--- config.mk ---
export PLATFORM = sky130hd
export DESIGN_NAME = sync_pulse_multi_flat
export DESIGN_NICKNAME = d
export VERILOG_FILES = /design/src/rtl/sync_pulse_multi_if.sv /design/src/rtl/sync_pulse_multi.sv /design/src/flat_wrapper.sv
export SDC_FILE = /design/constraint.sdc
export NUM_CORES = 1
export LEC_CHECK = 0
export BUFFER_PORTS_ARGS = -buffer_cell sky130_fd_sc_hd__buf_2
export CAP_MARGIN = 5
export CORE_ASPECT_RATIO = 1.25
export CORE_MARGIN = 3
export CORE_UTILIZATION = 60
export DETAILED_ROUTE_END_ITERATION = 7
export GPL_TIMING_DRIVEN = 0
export HOLD_SLACK_MARGIN = 0.03
export PLACE_DENSITY = 0.79
export SYNTH_ARGS = -nofsm -noshare
export SYNTH_HDL_FRONTEND = slang
export SYNTH_SLANG_ARGS = --single-unit
--- constraint.sdc ---
create_clock -name clk -period 5.5 [get_ports clk]
set_input_delay 0.825 -clock clk [delete_from_list [all_inputs] [get_ports clk]]
set_output_delay 0.825 -clock clk [all_outputs]
set_load 0.03 [all_outputs]
--- src/rtl/sync_pulse_multi_if.sv ---
// ============================================================================
// Module      : sync_pulse_multi_if
// Description : Signal bundle for sync_pulse_multi. Carries the asynchronous
//               event inputs, the overflow clear strobes and the per-channel
//               pulse / busy / overflow outputs.
//                 sig_in    - asynchronous event inputs, one bit per channel
//                 ovf_clr   - write-1-to-clear strobes for ovf (clk domain)
//                 pulse_out - stretched event pulses
//                 busy      - channel is emitting a pulse or sitting in a gap
//                 ovf       - sticky "event dropped" flags
//               master: event source / status consumer side
//               slave : synchronizer side
// Revision    : 1.0 - initial release
// ============================================================================
`default_nettype none

interface sync_pulse_multi_if #(
  parameter int CH = 4
);
  logic [CH-1:0] sig_in;
  logic [CH-1:0] ovf_clr;
  logic [CH-1:0] pulse_out;
  logic [CH-1:0] busy;
  logic [CH-1:0] ovf;

  modport master (
    output sig_in,
    output ovf_clr,
    input  pulse_out,
    input  busy,
    input  ovf
  );

  modport slave (
    input  sig_in,
    input  ovf_clr,
    output pulse_out,
    output busy,
    output ovf
  );
endinterface

`default_nettype wire

--- src/rtl/sync_pulse_multi.sv ---
// ============================================================================
// Module      : sync_pulse_multi
// Description : Multi-channel event synchronizer. Each channel passes its
//               asynchronous input through a SYNC_STAGES-deep flop chain,
//               detects rising / falling / both edges (MODE) and turns every
//               accepted event into a pulse exactly STRETCH cycles wide.
//               RETRIGGER=0 queues one pending event (emitted after a one
//               cycle low gap) and flags further events in ovf; RETRIGGER=1
//               restarts the width counter instead.
// Ports       : clk  - clock, all state changes on the rising edge
//               rst  - synchronous active-high reset
//               bus  - sync_pulse_multi_if.slave
//                        sig_in, ovf_clr in; pulse_out, busy, ovf out
// Revision    : 1.0 - initial release
// ============================================================================
`default_nettype none

module sync_pulse_multi #(
  parameter int CH          = 4,
  parameter int SYNC_STAGES = 2,
  parameter int MODE        = 0,
  parameter int STRETCH     = 1,
  parameter int RETRIGGER   = 0
) (
  input  wire                    clk,
  input  wire                    rst,
  sync_pulse_multi_if.slave      bus
);

  localparam logic [1:0] IDLE   = 2'd0;
  localparam logic [1:0] ACTIVE = 2'd1;
  localparam logic [1:0] GAP    = 2'd2;

  localparam logic [7:0] RELOAD = 8'(STRETCH - 1);

  logic [CH-1:0] pulse_vec;
  logic [CH-1:0] busy_vec;
  logic [CH-1:0] ovf_vec;

  for (genvar i = 0; i < CH; i++) begin : g_ch
    logic [SYNC_STAGES-1:0] sync_q;
    logic                   prev;
    logic [7:0]             cnt;
    logic [7:0]             cnt_nxt;
    logic                   pend;
    logic                   pend_nxt;
    logic [1:0]             state;
    logic [1:0]             state_nxt;
    logic                   ovf_q;
    logic                   ovf_set;
    logic                   pulse_q;
    logic                   busy_q;
    logic                   rise;
    logic                   fall;
    logic                   ev;

    // Edge detection works purely on registered values: the last sync
    // stage against its one-cycle-old copy.
    always_comb begin
      rise = sync_q[SYNC_STAGES-1] & ~prev;
      fall = ~sync_q[SYNC_STAGES-1] & prev;
      if (MODE == 0)      ev = rise;
      else if (MODE == 1) ev = fall;
      else                ev = rise | fall;
    end

    // State register plus the registered outputs derived from next state,
    // so pulse_out and busy come straight from flops.
    always_ff @(posedge clk) begin
      if (rst) begin
        sync_q  <= '0;
        prev    <= 1'b0;
        cnt     <= 8'd0;
        pend    <= 1'b0;
        state   <= IDLE;
        ovf_q   <= 1'b0;
        pulse_q <= 1'b0;
        busy_q  <= 1'b0;
      end else begin
        sync_q  <= {sync_q[SYNC_STAGES-2:0], bus.sig_in[i]};
        prev    <= sync_q[SYNC_STAGES-1];
        cnt     <= cnt_nxt;
        pend    <= pend_nxt;
        state   <= state_nxt;
        // A drop in the same cycle as a clear strobe keeps the flag set.
        ovf_q   <= ovf_set | (ovf_q & ~bus.ovf_clr[i]);
        pulse_q <= (state_nxt == ACTIVE);
        busy_q  <= (state_nxt != IDLE);
      end
    end

    // Next-state logic.
    always_comb begin
      state_nxt = state;
      case (state)
        IDLE: begin
          if (ev) state_nxt = ACTIVE;
        end
        ACTIVE: begin
          if (cnt == 8'd0) begin
            if (RETRIGGER != 0) begin
              // A last-cycle event extends the pulse without a break.
              state_nxt = ev ? ACTIVE : IDLE;
            end else begin
              // This cycle's event counts as pending for the exit decision.
              state_nxt = (pend | ev) ? GAP : IDLE;
            end
          end
        end
        GAP: begin
          state_nxt = ACTIVE;
        end
        default: begin
          state_nxt = IDLE;
        end
      endcase
    end

    // Width counter, pending flag and overflow detection.
    always_comb begin
      cnt_nxt  = cnt;
      pend_nxt = pend;
      ovf_set  = 1'b0;
      case (state)
        IDLE: begin
          if (ev) cnt_nxt = RELOAD;
        end
        ACTIVE: begin
          if (cnt != 8'd0) cnt_nxt = cnt - 8'd1;
          if (ev) begin
            if (RETRIGGER != 0) cnt_nxt = RELOAD;
            else if (pend)      ovf_set = 1'b1;
            else                pend_nxt = 1'b1;
          end
        end
        GAP: begin
          // The queued event is consumed on exit; a new event arriving in
          // the gap becomes the next pending one.
          cnt_nxt  = RELOAD;
          pend_nxt = ev;
        end
        default: begin
          cnt_nxt  = 8'd0;
          pend_nxt = 1'b0;
        end
      endcase
    end

    assign pulse_vec[i] = pulse_q;
    assign busy_vec[i]  = busy_q;
    assign ovf_vec[i]   = ovf_q;
  end

  assign bus.pulse_out = pulse_vec;
  assign bus.busy      = busy_vec;
  assign bus.ovf       = ovf_vec;

endmodule

`default_nettype wire

--- src/flat_wrapper.sv ---
// flat-port wrapper written by rule: the top's interface ports become plain ports
module sync_pulse_multi_flat 
#(
  parameter int CH          = 4,
  parameter int SYNC_STAGES = 2,
  parameter int MODE        = 0,
  parameter int STRETCH     = 1,
  parameter int RETRIGGER   = 0
)
  (clk, rst, bus_sig_in, bus_ovf_clr, bus_pulse_out, bus_busy, bus_ovf);
  sync_pulse_multi_if #(.CH(CH)) bus_i ();
  input  wire clk;
  input  wire rst;
  input wire logic [$bits(bus_i.sig_in)-1:0] bus_sig_in;
  input wire logic [$bits(bus_i.ovf_clr)-1:0] bus_ovf_clr;
  output wire logic [$bits(bus_i.pulse_out)-1:0] bus_pulse_out;
  output wire logic [$bits(bus_i.busy)-1:0] bus_busy;
  output wire logic [$bits(bus_i.ovf)-1:0] bus_ovf;
  assign bus_i.sig_in = bus_sig_in;
  assign bus_i.ovf_clr = bus_ovf_clr;
  assign bus_pulse_out = bus_i.pulse_out;
  assign bus_busy = bus_i.busy;
  assign bus_ovf = bus_i.ovf;
  sync_pulse_multi #(.CH(CH), .SYNC_STAGES(SYNC_STAGES), .MODE(MODE), .STRETCH(STRETCH), .RETRIGGER(RETRIGGER)) u_core (.clk(clk), .rst(rst), .bus(bus_i));
endmodule
==> results.md, run 1 <==
- Reg2reg path depth: 6
- Sequential share of power: between 40% and 50%
- R2r setup slk: 3450 ps
- Via/cell ratio: 5.944
- Buf/Inv on CP: 2
- Htree depth: 3
- Type of the worst setup path: reg -> reg
- Die Wd: roughly 74 µm
- Switching power: 352.2 µW
- Crit path max fanout: 7
- Sw Ratio: 29.59%
- Cell with the most instances after synthesis: dfxtp_1
- Slew HR: 53.45%
- N_diodes: 0
- IO Pins: 22
- Number of global-route vias before repair: 2750
- Drt total wl: 6743 µm
- Async set-reset flop share out of synthesis: 0%
- Total core area: 0.005518 mm²
- Initial Utilization: 62.72%
- Crit path to: u_core.g_ch[2].cnt[4]$_SDFFE_PP0P_
- Final nets: 444
- Worst path required time: 5770 ps
- Die area: 0.006721 mm²
- Worst-Margin Slew: approximately 690 ps
- Critical path startpoint category: flip-flop
- Setup TNS: 0 ps
- CTS tree: done
- Post-CTS Setup Bufs: 0
- Synth area leaders: dfxtp_1 39%, ha_1 7.2%, a21oi_1 5.1%
- DP Cell Count: 467
- Largest net degree at the start of global routing: 11
- Critical path, cell by cell: inv_1, ha_1, inv_1, o21ai_0, or4b_2, a21oi_1
- Area Growth Syn to Fin: 10.59%
- Final cell count without fillers: 483
- Largest delay contributor family on the critical path: simple AND/OR/NAND/NOR gates
- Worst hold-check path type: reg -> reg
- Slowest stage delay, CP: 660 ps
- Top cell by count, worst path: inv_1
- RSZ-0062 raised after global routing: no
- Yosys top cell area share: 39.33%
- Cell Area, Synth: 0.003461 mm²
- Part of the cycle the worst path needs: between 30% and 40%
- Min cycle time layout: 2047 ps
- Post-synthesis area per instance: roughly 9.1 µm²
- Worst Setup SP: u_core.g_ch[2].state[0]$_SDFF_PP0_
- Worst EP arrival: 2320 ps
- Area of the multi-input gates: 0.001843 mm²
- GR peak layer: met2
- Dominant synthesized flop cell: dfxtp_1
- Unique masters post-synth: 66
- Fillcell total: 448
- Most frequent cells after synthesis: 68 x dfxtp_1, 35 x a21oi_1, 33 x inv_1
- Post-DP HPWL: 4756 µm
- ANT nets after route: 0
- Run status: completed
- Internal Pwr Total: 838.3 µW
- Initial antenna violation count: 0
- Pre-antenna DRT Iters: 4
- WHS: 436.9 ps
- Max Buffers Root-to-Sink: 2
- First-pass GRT wire length: 11340 µm
- Overall power: 1.191 mW
- Share of layout cells above drive strength 1: 15.04%
- Met2 Resource Use GR: about 34%
- # setup viols final: 0
- Die H: 90.91 µm
- Initial DRC count: 115
- EDFF count, synth: 0
- # DRC: 0
- CTS Hold Bufs: 0
- Row count: 30
- Skew final: slightly below 3 ps
- WL/cell: 13.96 µm
- GRT Util Overall: a little over a fifth
- GR Util met1: 24.77%
- RePlAce Congestion: 0.8399
- DR vias: 2871
- Cts bufs inserted: 9
- Syn nets: 412
- Slowest cell on crit path: or4b_2
- Flops & latches, synth: 68
- Slew Limit Fails: 0
- Clock power frac: 31.5%
- Overflow after GRT: 0
- Critical path depth in cells: 6
- Reg2reg start: u_core.g_ch[2].state[0]$_SDFF_PP0_
- Final core occ: 69.37%
- Seq/Total Area, Yosys: 39.33%
- Clk sinks: 68
- GRT met3 Usage: about 4.8%
- Critical R2R Capture: u_core.g_ch[2].cnt[4]$_SDFFE_PP0P_
- Root buffer cell: clkbuf_8
- Skew-Pair Late Insertion Delay: 340 ps
- Port bufs: 21
- Yosys warns: 0
- Max Freq: 0.4886 GHz
- Post-CTS sizing: 0
- Clock transition at path regs: approximately 70 ps
- Pwr Density: 311.1 mW/mm²
- Static Leak: between 1.5 and 2 nW
- Logic pwr share: 21.5%
- Post-synth top area cell: dfxtp_1
- Crit end category: flip-flop
- FF/Latch Area: roughly 0.0014 mm²
- Mapped Cells: between 300 and 400
- Hold Violations, Final: 0
- Worst VDD drop: ~0.18 mV
- Max_cap viols: 0
power by group through the flow:
stage / Combinational [mW] / Sequential (mW) / Clock, mW
3_5_place_dp: 0.253 / 0.570 / 0
3_3_place_gp: 0.245 / 0.569 / 0
4_1_cts: 0.255 / 0.559 / 0.379
5_1_grt: 0.285 / 0.565 / 0.403
6_report: 0.256 / 0.560 / 0.375
2_1_floorplan: 0.207 / 0.562 / 0
flip-flops by register name, indices dropped and copies added, names as in the netlist:
signal,count
u_core.g_ch.busy_q,4
u_core.g_ch.cnt,32
u_core.g_ch.ovf_q,4
u_core.g_ch.pend,4
u_core.g_ch.prev,4
u_core.g_ch.pulse_q,4
u_core.g_ch.state,8
u_core.g_ch.sync_q,8
layer usage:
metal  wire length (µm)  vias to the layer above  share of wire, %
met4                204                        0               3.0
met3                198                       22               2.9
met5                  0                        -                 0
met2               3204                       56                48
li1                   -                     1464                 -
met1               3135                     1329                46
per-stage QoR:
step           setup slack [ps]  instance area, µm²
6_report                   3453                3827
5_1_grt                    3323                3827
4_1_cts                    3482                3827
3_5_place_dp               3395                3646
3_3_place_gp               3421                3646
2_1_floorplan              3721                3461
cell usage in the layout, fill, tap and decap left out, types with 3 or more instances in the layout:
cell / Yosys / final
a211oi_1: 3 / 3
a21boi_0: 3 / 3
a21o_1: 7 / 7
a21oi_1: 35 / 35
a32oi_1: 6 / 6
and2_1: 4 / 4
buf_2: 0 / 21
buf_4: 12 / 12
clkbuf_1: 6 / 9
clkbuf_8: 0 / 12
dfxtp_1: 68 / 68
ha_1: 20 / 20
inv_1: 33 / 33
nand2_1: 7 / 7
nand2b_1: 8 / 8
nand4_1: 4 / 4
nor2_1: 26 / 26
nor2b_1: 18 / 18
nor3_1: 9 / 9
nor4_1: 3 / 3
nor4b_1: 3 / 3
o21ai_0: 17 / 17
o21ai_1: 3 / 3
o31ai_1: 7 / 7
o41ai_1: 6 / 6
or3_1: 12 / 12
or4_1: 8 / 8
or4b_2: 3 / 3
layout make-up:
cell class | count | area share (%)
sequential | 68 | 35.57
clock buffer | 15 | 4.609
timing repair buffer | 21 | 2.746
multi-input combinational | 260 | 48.15
buffer | 21 | 3.465
clock inverter | 1 | 0.1308
tap | 64 | 2.092
inverter | 33 | 3.236
cell families after synthesis:
logic type	Yosys count	share of synthesized area, %
simple gates	124	22.67
fa+ha+maj	20	7.231
compound gates	114	22.85
flops	68	39.33
buf+inv	54	7.411
xor+xnor	2	0.5062
how the worst min path moves through the flow:
stage	startpoint	cells past startpoint	slack, ps	endpoint
floorplan	u_core.g_ch[0].sync_q[0]$_SDFF_PP0_	1	410	u_core.g_ch[0].sync_q[1]$_SDFF_PP0_
global placement	u_core.g_ch[3].sync_q[0]$_SDFF_PP0_	1	420	u_core.g_ch[3].sync_q[1]$_SDFF_PP0_
detailed placement	u_core.g_ch[2].sync_q[0]$_SDFF_PP0_	1	430	u_core.g_ch[2].sync_q[1]$_SDFF_PP0_
CTS	u_core.g_ch[2].sync_q[0]$_SDFF_PP0_	1	440	u_core.g_ch[2].sync_q[1]$_SDFF_PP0_
global route	u_core.g_ch[3].sync_q[0]$_SDFF_PP0_	1	470	u_core.g_ch[3].sync_q[1]$_SDFF_PP0_
finish	u_core.g_ch[2].sync_q[0]$_SDFF_PP0_	1	440	u_core.g_ch[2].sync_q[1]$_SDFF_PP0_
Note: power is estimated with default switching activity, not from simulation.
==> run 2: changes to the inputs <==
==> constraint.sdc (replaced) <==
create_clock -name clk -period 2.1 [get_ports clk]
set_input_delay 0.315 -clock clk [delete_from_list [all_inputs] [get_ports clk]]
set_output_delay 0.315 -clock clk [all_outputs]
set_load 0.03 [all_outputs]
==> run 2 against run 1 <==
Compared with the run above:
- clock skew increased by 1.6 ps
- maximum frequency increased by 2.9%
- critical path type unchanged
- first-iteration DRC count decreased by 8.7%
- non-clock buffer count decreased by 1
- largest power group unchanged
- sequential share of layout area about the same
- worst setup slack got worse by 3300 ps
==> results.md, run 2 (same netlist as run 1, synthesis figures left out) <==
- Run status: completed
- Most common cell after layout, fill and taps aside: dfxtp_1
- Die area: 0.006721 mm² (unchanged)
- Pre-antenna DRT Iters: 4 (unchanged)
- Skew final: 4.546 ps (+1.607 ps)
- Critical path startpoint category: flip-flop
- Initial antenna violation count: 0 (unchanged)
- Pwr Density: 812.5 mW/mm² (+160%)
- Number of global-route vias before repair: 2750 (unchanged)
- Max_cap viols: 0 (unchanged)
- Biggest register: u_core.g_ch.cnt
- Worst hold-check path type: in -> reg
- Share of layout cells above drive strength 1: 16.03% (+0.99 points)
- Worst path required time: 2360 ps (-3410 ps)
- DR vias: 2857 (-0.49%)
- GRT Util Overall: 21.00% (unchanged)
- Number of flip-flops under the largest register name: 32 (unchanged)
- Initial DRC count: 105 (-8.7%)
- Hold Violations, Final: 0 (unchanged)
- # setup viols final: 0 (unchanged)
- ANT nets after route: 0 (unchanged)
- Largest net degree at the start of global routing: 11 (unchanged)
- Clock transition at path regs: 70 ps (about the same)
- Crit path max fanout: 10 (+3)
- Part of the cycle the worst path needs: 94.75% (+58 points)
- Skew-Pair Late Insertion Delay: 330 ps (about the same)
- Switching power: 917.2 µW (+160%)
- RSZ-0062 raised after global routing: no
- IO Pins: 22 (unchanged)
- Drt total wl: 6708 µm (-0.52%)
- Commonest non-fill, non-tap cells in the layout: 67 x dfxtp_1, 35 x a21oi_1, 33 x inv_1
- Setup TNS: 0 ps (unchanged)
- # DRC: 0 (unchanged)
- Min cycle time layout: 1990 ps (-57.15 ps)
- Logic pwr share: 21.6% (about the same)
- Final cell count without fillers: 482 (-0.21%)
- Fillcell total: 443 (-1.1%)
- Sw Ratio: 29.44% (-0.15 points)
- FF/Latch Area: 0.001363 mm² (about the same)
- Row count: 30 (unchanged)
- WL/cell: 13.92 µm (-0.31%)
- Root buffer cell: clkbuf_8
- N_diodes: 0 (unchanged)
- Pre-CTS WS: 122.8 ps (-3272 ps)
- CTS tree: done
- Post-DP HPWL: 4756 µm (unchanged)
- Max Buffers Root-to-Sink: 2 (unchanged)
- Overflow after GRT: 0 (unchanged)
- Max Freq: 0.5026 GHz (+2.9%)
- Port bufs: 21 (unchanged)
- First-pass GRT wire length: 11340 µm (unchanged)
- Crit end category: flip-flop
- Type of the worst setup path: reg -> reg
- Die H: 90.91 µm (unchanged)
- Worst-Margin Slew: 674.1 ps (-18.30 ps)
- Clk sinks: 68 (unchanged)
- Worst EP arrival: 2250 ps (-70 ps)
- Final nets: 443 (-0.23%)
- Initial Utilization: 62.72% (unchanged)
- Total core area: 0.005518 mm² (unchanged)
- Clock power frac: 31.3% (-0.2 points)
- Area Growth Syn to Fin: 10.81%
- Final core occ: 69.50% (+0.14 points)
- Htree depth: 3 (unchanged)
- DP Cell Count: 467 (unchanged)
- Static Leak: 1.587 nW (about the same)
- Area of the multi-input gates: 0.001853 mm² (+0.54%)
- Die Wd: 73.93 µm (unchanged)
- Internal Pwr Total: 2.199 mW (+160%)
- CTS Hold Bufs: 0 (unchanged)
- Top flop regs: u_core.g_ch.cnt x32, u_core.g_ch.state x8, u_core.g_ch.sync_q x8
- Setup ws final: 110.3 ps (-3343 ps)
- RePlAce Congestion: 0.8399 (unchanged)
- Slew Limit Fails: 0 (unchanged)
- Slew HR: 54.68% (+1.2 points)
- Worst VDD drop: 0.4618 mV (+160%)
- Sequential share of power: 47.1% (about the same)
- Via/cell ratio: 5.927 (-0.28%)
- Cts bufs inserted: 9 (unchanged)
==> run 2: changes by cell type in the layout (fill, tap and decap cells not counted) <==
cell	change
o21ai_0	-1
nor4bb_2	+1
dfxtp_1	-1
a22o_2	+1
nor4bb_1	-1
clkbuf_1	-1
o21ai_1	+1
ha_2	+1
dfxtp_2	+1
a22o_1	-1
ha_1	-1
==> run 2: worst max-delay path: stages (launching register included) <==
cell and delay [ps]:
dfxtp_1 390, inv_1 100, ha_1 200, clkbuf_1 210, a22o_2 340, or4b_1 510, a21oi_1 160
==> run 2: per-stage QoR <==
step	power (mW)	hold slack, ps	instance area [µm²]
global placement	2.132	417.0	3646
global route	3.287	203.9	3835
finish	3.116	192.4	3835
detailed placement	2.155	425.8	3646
CTS	3.125	185.6	3827
floorplan	2.016	413.8	3461
==> run 2: final timing paths <==
path / slack (ps) / startpoint / cells past startpoint / end
min reg2reg: 440 / u_core.g_ch[2].sync_q[0]$_SDFF_PP0_ / 1 / u_core.g_ch[2].sync_q[1]$_SDFF_PP0_
min: 190 / bus_sig_in[0] / 2 / u_core.g_ch[0].sync_q[0]$_SDFF_PP0_
max: 110 / u_core.g_ch[0].state[0]$_SDFF_PP0_ / 6 / u_core.g_ch[0].cnt[7]$_SDFFE_PP0P_
max reg2reg: 110 / u_core.g_ch[0].state[0]$_SDFF_PP0_ / 6 / u_core.g_ch[0].cnt[7]$_SDFFE_PP0P_
==> run 2: layout make-up <==
type / count / area share [%]
clock buffers: 15 / 4.600
multi-input cells: 260 / 48.32
inverters: 33 / 3.230
flip-flops and latches: 68 / 35.53
plain buffers: 20 / 3.361
well taps: 64 / 2.088
repair buffers: 21 / 2.741
clock inverters: 1 / 0.1305
==> run 2: repair_timing <==
action,CTS,global route
setup buffers,0,0
gates resized for setup,0,5
setup endpoints to repair,0,5
==> run 2: layer usage <==
| layer | GRT usage (%) | part of all wire (%) | vias to the layer above |
|---|---|---|---|
| met5 | 0 | 0 | - |
| li1 | - | - | 1459 |
| met3 | 4.788 | 4.0 | 12 |
| met1 | 24.77 | 45 | 1325 |
| met4 | 11.03 | 2.0 | 0 |
| met2 | 34.47 | 49 | 61 |
==> run 2: power by group through the flow <==
| stage | clock network [mW] | logic, mW | registers (mW) |
|---|---|---|---|
| after global placement | 0 | 0.643 | 1.49 |
| final | 0.976 | 0.673 | 1.47 |
| after CTS | 0.992 | 0.668 | 1.47 |
| after global routing | 1.06 | 0.751 | 1.48 |
| after floorplan | 0 | 0.543 | 1.47 |
| after detailed placement | 0 | 0.662 | 1.49 |
==> run 3: changes to the inputs <==
--- a/config.mk
+++ b/config.mk
@@ -5,15 +5,15 @@
 export SDC_FILE = /design/constraint.sdc
 export NUM_CORES = 1
 export LEC_CHECK = 0
-export BUFFER_PORTS_ARGS = -buffer_cell sky130_fd_sc_hd__buf_2
 export CAP_MARGIN = 5
 export CORE_ASPECT_RATIO = 1.25
 export CORE_MARGIN = 3
 export CORE_UTILIZATION = 60
 export DETAILED_ROUTE_END_ITERATION = 7
+export DONT_BUFFER_PORTS = 1
 export GPL_TIMING_DRIVEN = 0
 export HOLD_SLACK_MARGIN = 0.03
-export PLACE_DENSITY = 0.79
+export PLACE_DENSITY = 0.76
 export SYNTH_ARGS = -nofsm -noshare
 export SYNTH_HDL_FRONTEND = slang
 export SYNTH_SLANG_ARGS = --single-unit
==> run 3 against run 2 <==
Compared with the run above:
- combinational power decreased by 3%
- sequential cell count unchanged
- worst setup slack improved by 5.8 ps
- non-clock buffer count decreased by 20
- utilization decreased by 0.86 points
- cell area decreased by 1.2%
- total power increased by 8.2%
- maximum frequency increased by 0.29%
- sequential share of layout area increased by 0.41 points
- cell count decreased by 4.1%
- highest routed layer unchanged
- hold slack got worse by 94 ps
==> results.md, run 3 (same netlist as run 1, synthesis figures left out) <==
- Run status: completed
- DP Cell Count: 446 (-4.5%)
- Worst hold-check path type: in -> reg
- CTS tree: done
- Overall power: 3.372 mW (+8.2%)
- Clock transition at path regs: 70 ps (about the same)
- Drt total wl: 6766 µm (+0.86%)
- Die H: 90.91 µm (unchanged)
- Slew HR: 51.55% (-3.1 points)
- WL/cell: 14.65 µm (+5.2%)
- Setup TNS: 0 ps (unchanged)
- Pre-antenna DRT Iters: 4 (unchanged)
- ANT nets after route: 0 (unchanged)
- CTS Hold Bufs: 0 (unchanged)
- First-pass GRT wire length: 11470 µm (+1.1%)
- Critical path startpoint category: flip-flop
- Clk sinks: 68 (unchanged)
- Pre-CTS WS: 148.0 ps (+25.16 ps)
- Post-CTS Setup Bufs: 0 (unchanged)
- Commonest non-fill, non-tap cells in the layout: 68 x dfxtp_1, 35 x a21oi_1, 33 x inv_1
- Initial Utilization: 62.72% (unchanged)
- Worst EP arrival: 2270 ps (+20 ps)
- Setup ws final: 116.1 ps (+5.781 ps)
- Number of global-route vias before repair: 2692 (-2.1%)
- RePlAce Congestion: 0.8427 (+0.33%)
- Die Wd: 73.93 µm (unchanged)
- Initial antenna violation count: 0 (unchanged)
- GRT Util Overall: 21.35% (+0.35 points)
- Max Buffers Root-to-Sink: 2 (unchanged)
- IO Pins: 22 (unchanged)
- Post-CTS sizing: 0 (unchanged)
- Overflow after GRT: 0 (unchanged)
- Static Leak: 1.514 nW (-4.5%)
- Cts bufs inserted: 9 (unchanged)
- Area Growth Syn to Fin: 9.436%
- Max Freq: 0.5040 GHz (+0.29%)
- Min cycle time layout: 1984 ps (-5.781 ps)
- Most common cell after layout, fill and taps aside: dfxtp_1
- Crit end category: flip-flop
- Htree depth: 3 (unchanged)
- Number of flip-flops under the largest register name: 32 (unchanged)
- Total core area: 0.005518 mm² (unchanged)
- Largest net degree at the start of global routing: 12 (+1)
- Hold Violations, Final: 0 (unchanged)
- Final cell count without fillers: 462 (-4.1%)
- Biggest register: u_core.g_ch.cnt
- Type of the worst setup path: reg -> reg
- Worst-Margin Slew: 720.7 ps (+46.62 ps)
- Post-DP HPWL: 4687 µm (-1.5%)
- Row count: 30 (unchanged)
- RSZ-0062 raised after global routing: no
- # setup viols final: 0 (unchanged)
- Root buffer cell: clkbuf_8
- N_diodes: 0 (unchanged)
- Crit path max fanout: 8 (-2)
- Skew final: 7.766 ps (+3.220 ps)
- Port bufs: 0 (-100%)
- Die area: 0.006721 mm² (unchanged)
- Skew-Pair Late Insertion Delay: 350 ps (+20 ps)
- Pwr Density: 890.4 mW/mm² (+9.6%)
- Slew Limit Fails: 0 (unchanged)
- Worst path required time: 2380 ps (+20 ps)
- Initial DRC count: 105 (unchanged)
- Via/cell ratio: 6.110 (+3.1%)
- Top flop regs: u_core.g_ch.cnt x32, u_core.g_ch.state x8, u_core.g_ch.sync_q x8
- Worst VDD drop: 0.6038 mV (+31%)
- Final nets: 423 (-4.5%)
- # DRC: 0 (unchanged)
- Share of layout cells above drive strength 1: 12.06% (-4.0 points)
- DR vias: 2823 (-1.2%)
- Max_cap viols: 0 (unchanged)
- Part of the cycle the worst path needs: 94.47% (-0.28 points)
run 3: power by group:
group	total [mW]	leakage [nW]	internal, mW	switching [mW]
clock network	1.25	0.122	0.762	0.486
logic	0.655	0.838	0.280	0.375
registers	1.47	0.554	1.38	0.0893
total	3.37	1.51	2.42	0.951
run 3: per-stage QoR:
step                instance area (µm²)  utilization (%)  hold slack, ps
CTS                                3776            68.44           88.83
global route                       3787            68.64           91.67
global placement                   3541            64.17           419.1
finish                             3787            68.64           98.26
floorplan                          3461                -           413.8
detailed placement                 3541            64.17           424.7
run 3: final timing paths:
check / start / to / slack, ps / cells after the start
worst max-delay path: u_core.g_ch[0].state[1]$_SDFF_PP0_ / u_core.g_ch[0].cnt[7]$_SDFFE_PP0P_ / 120 / 6
worst min-delay path: bus_sig_in[0] / u_core.g_ch[0].sync_q[0]$_SDFF_PP0_ / 100 / 1
worst max register to register: u_core.g_ch[0].state[1]$_SDFF_PP0_ / u_core.g_ch[0].cnt[7]$_SDFFE_PP0P_ / 120 / 6
worst min register to register: u_core.g_ch[3].sync_q[0]$_SDFF_PP0_ / u_core.g_ch[3].sync_q[1]$_SDFF_PP0_ / 440 / 1
run 3: layer usage:
layer	up-vias	wire length [µm]	share of wire (%)	global-route usage, %
met3	10	297	4.4	5.568
met2	62	3243	48	34.02
met1	1329	3083	46	26.48
li1	1422	-	-	-
met5	-	0	0	0
met4	0	142	2.1	9.517
run 3: area by class of cell:
cell class / count / area (µm²)
multi-input cells: 260 / 1854
clock inverters: 4 / 70.07
well taps: 64 / 80.08
plain buffers: 21 / 132.6
clock buffers: 12 / 165.2
inverters: 33 / 123.9
flip-flops and latches: 68 / 1361
fillers: 458 / 1730
run 3: critical path, stage by stage (launching register included):
cell,delay [ps]
dfxtp_1,410
inv_1,80
ha_1,250
nor4bb_2,210
a22o_1,290
or4b_1,530
a21oi_1,140
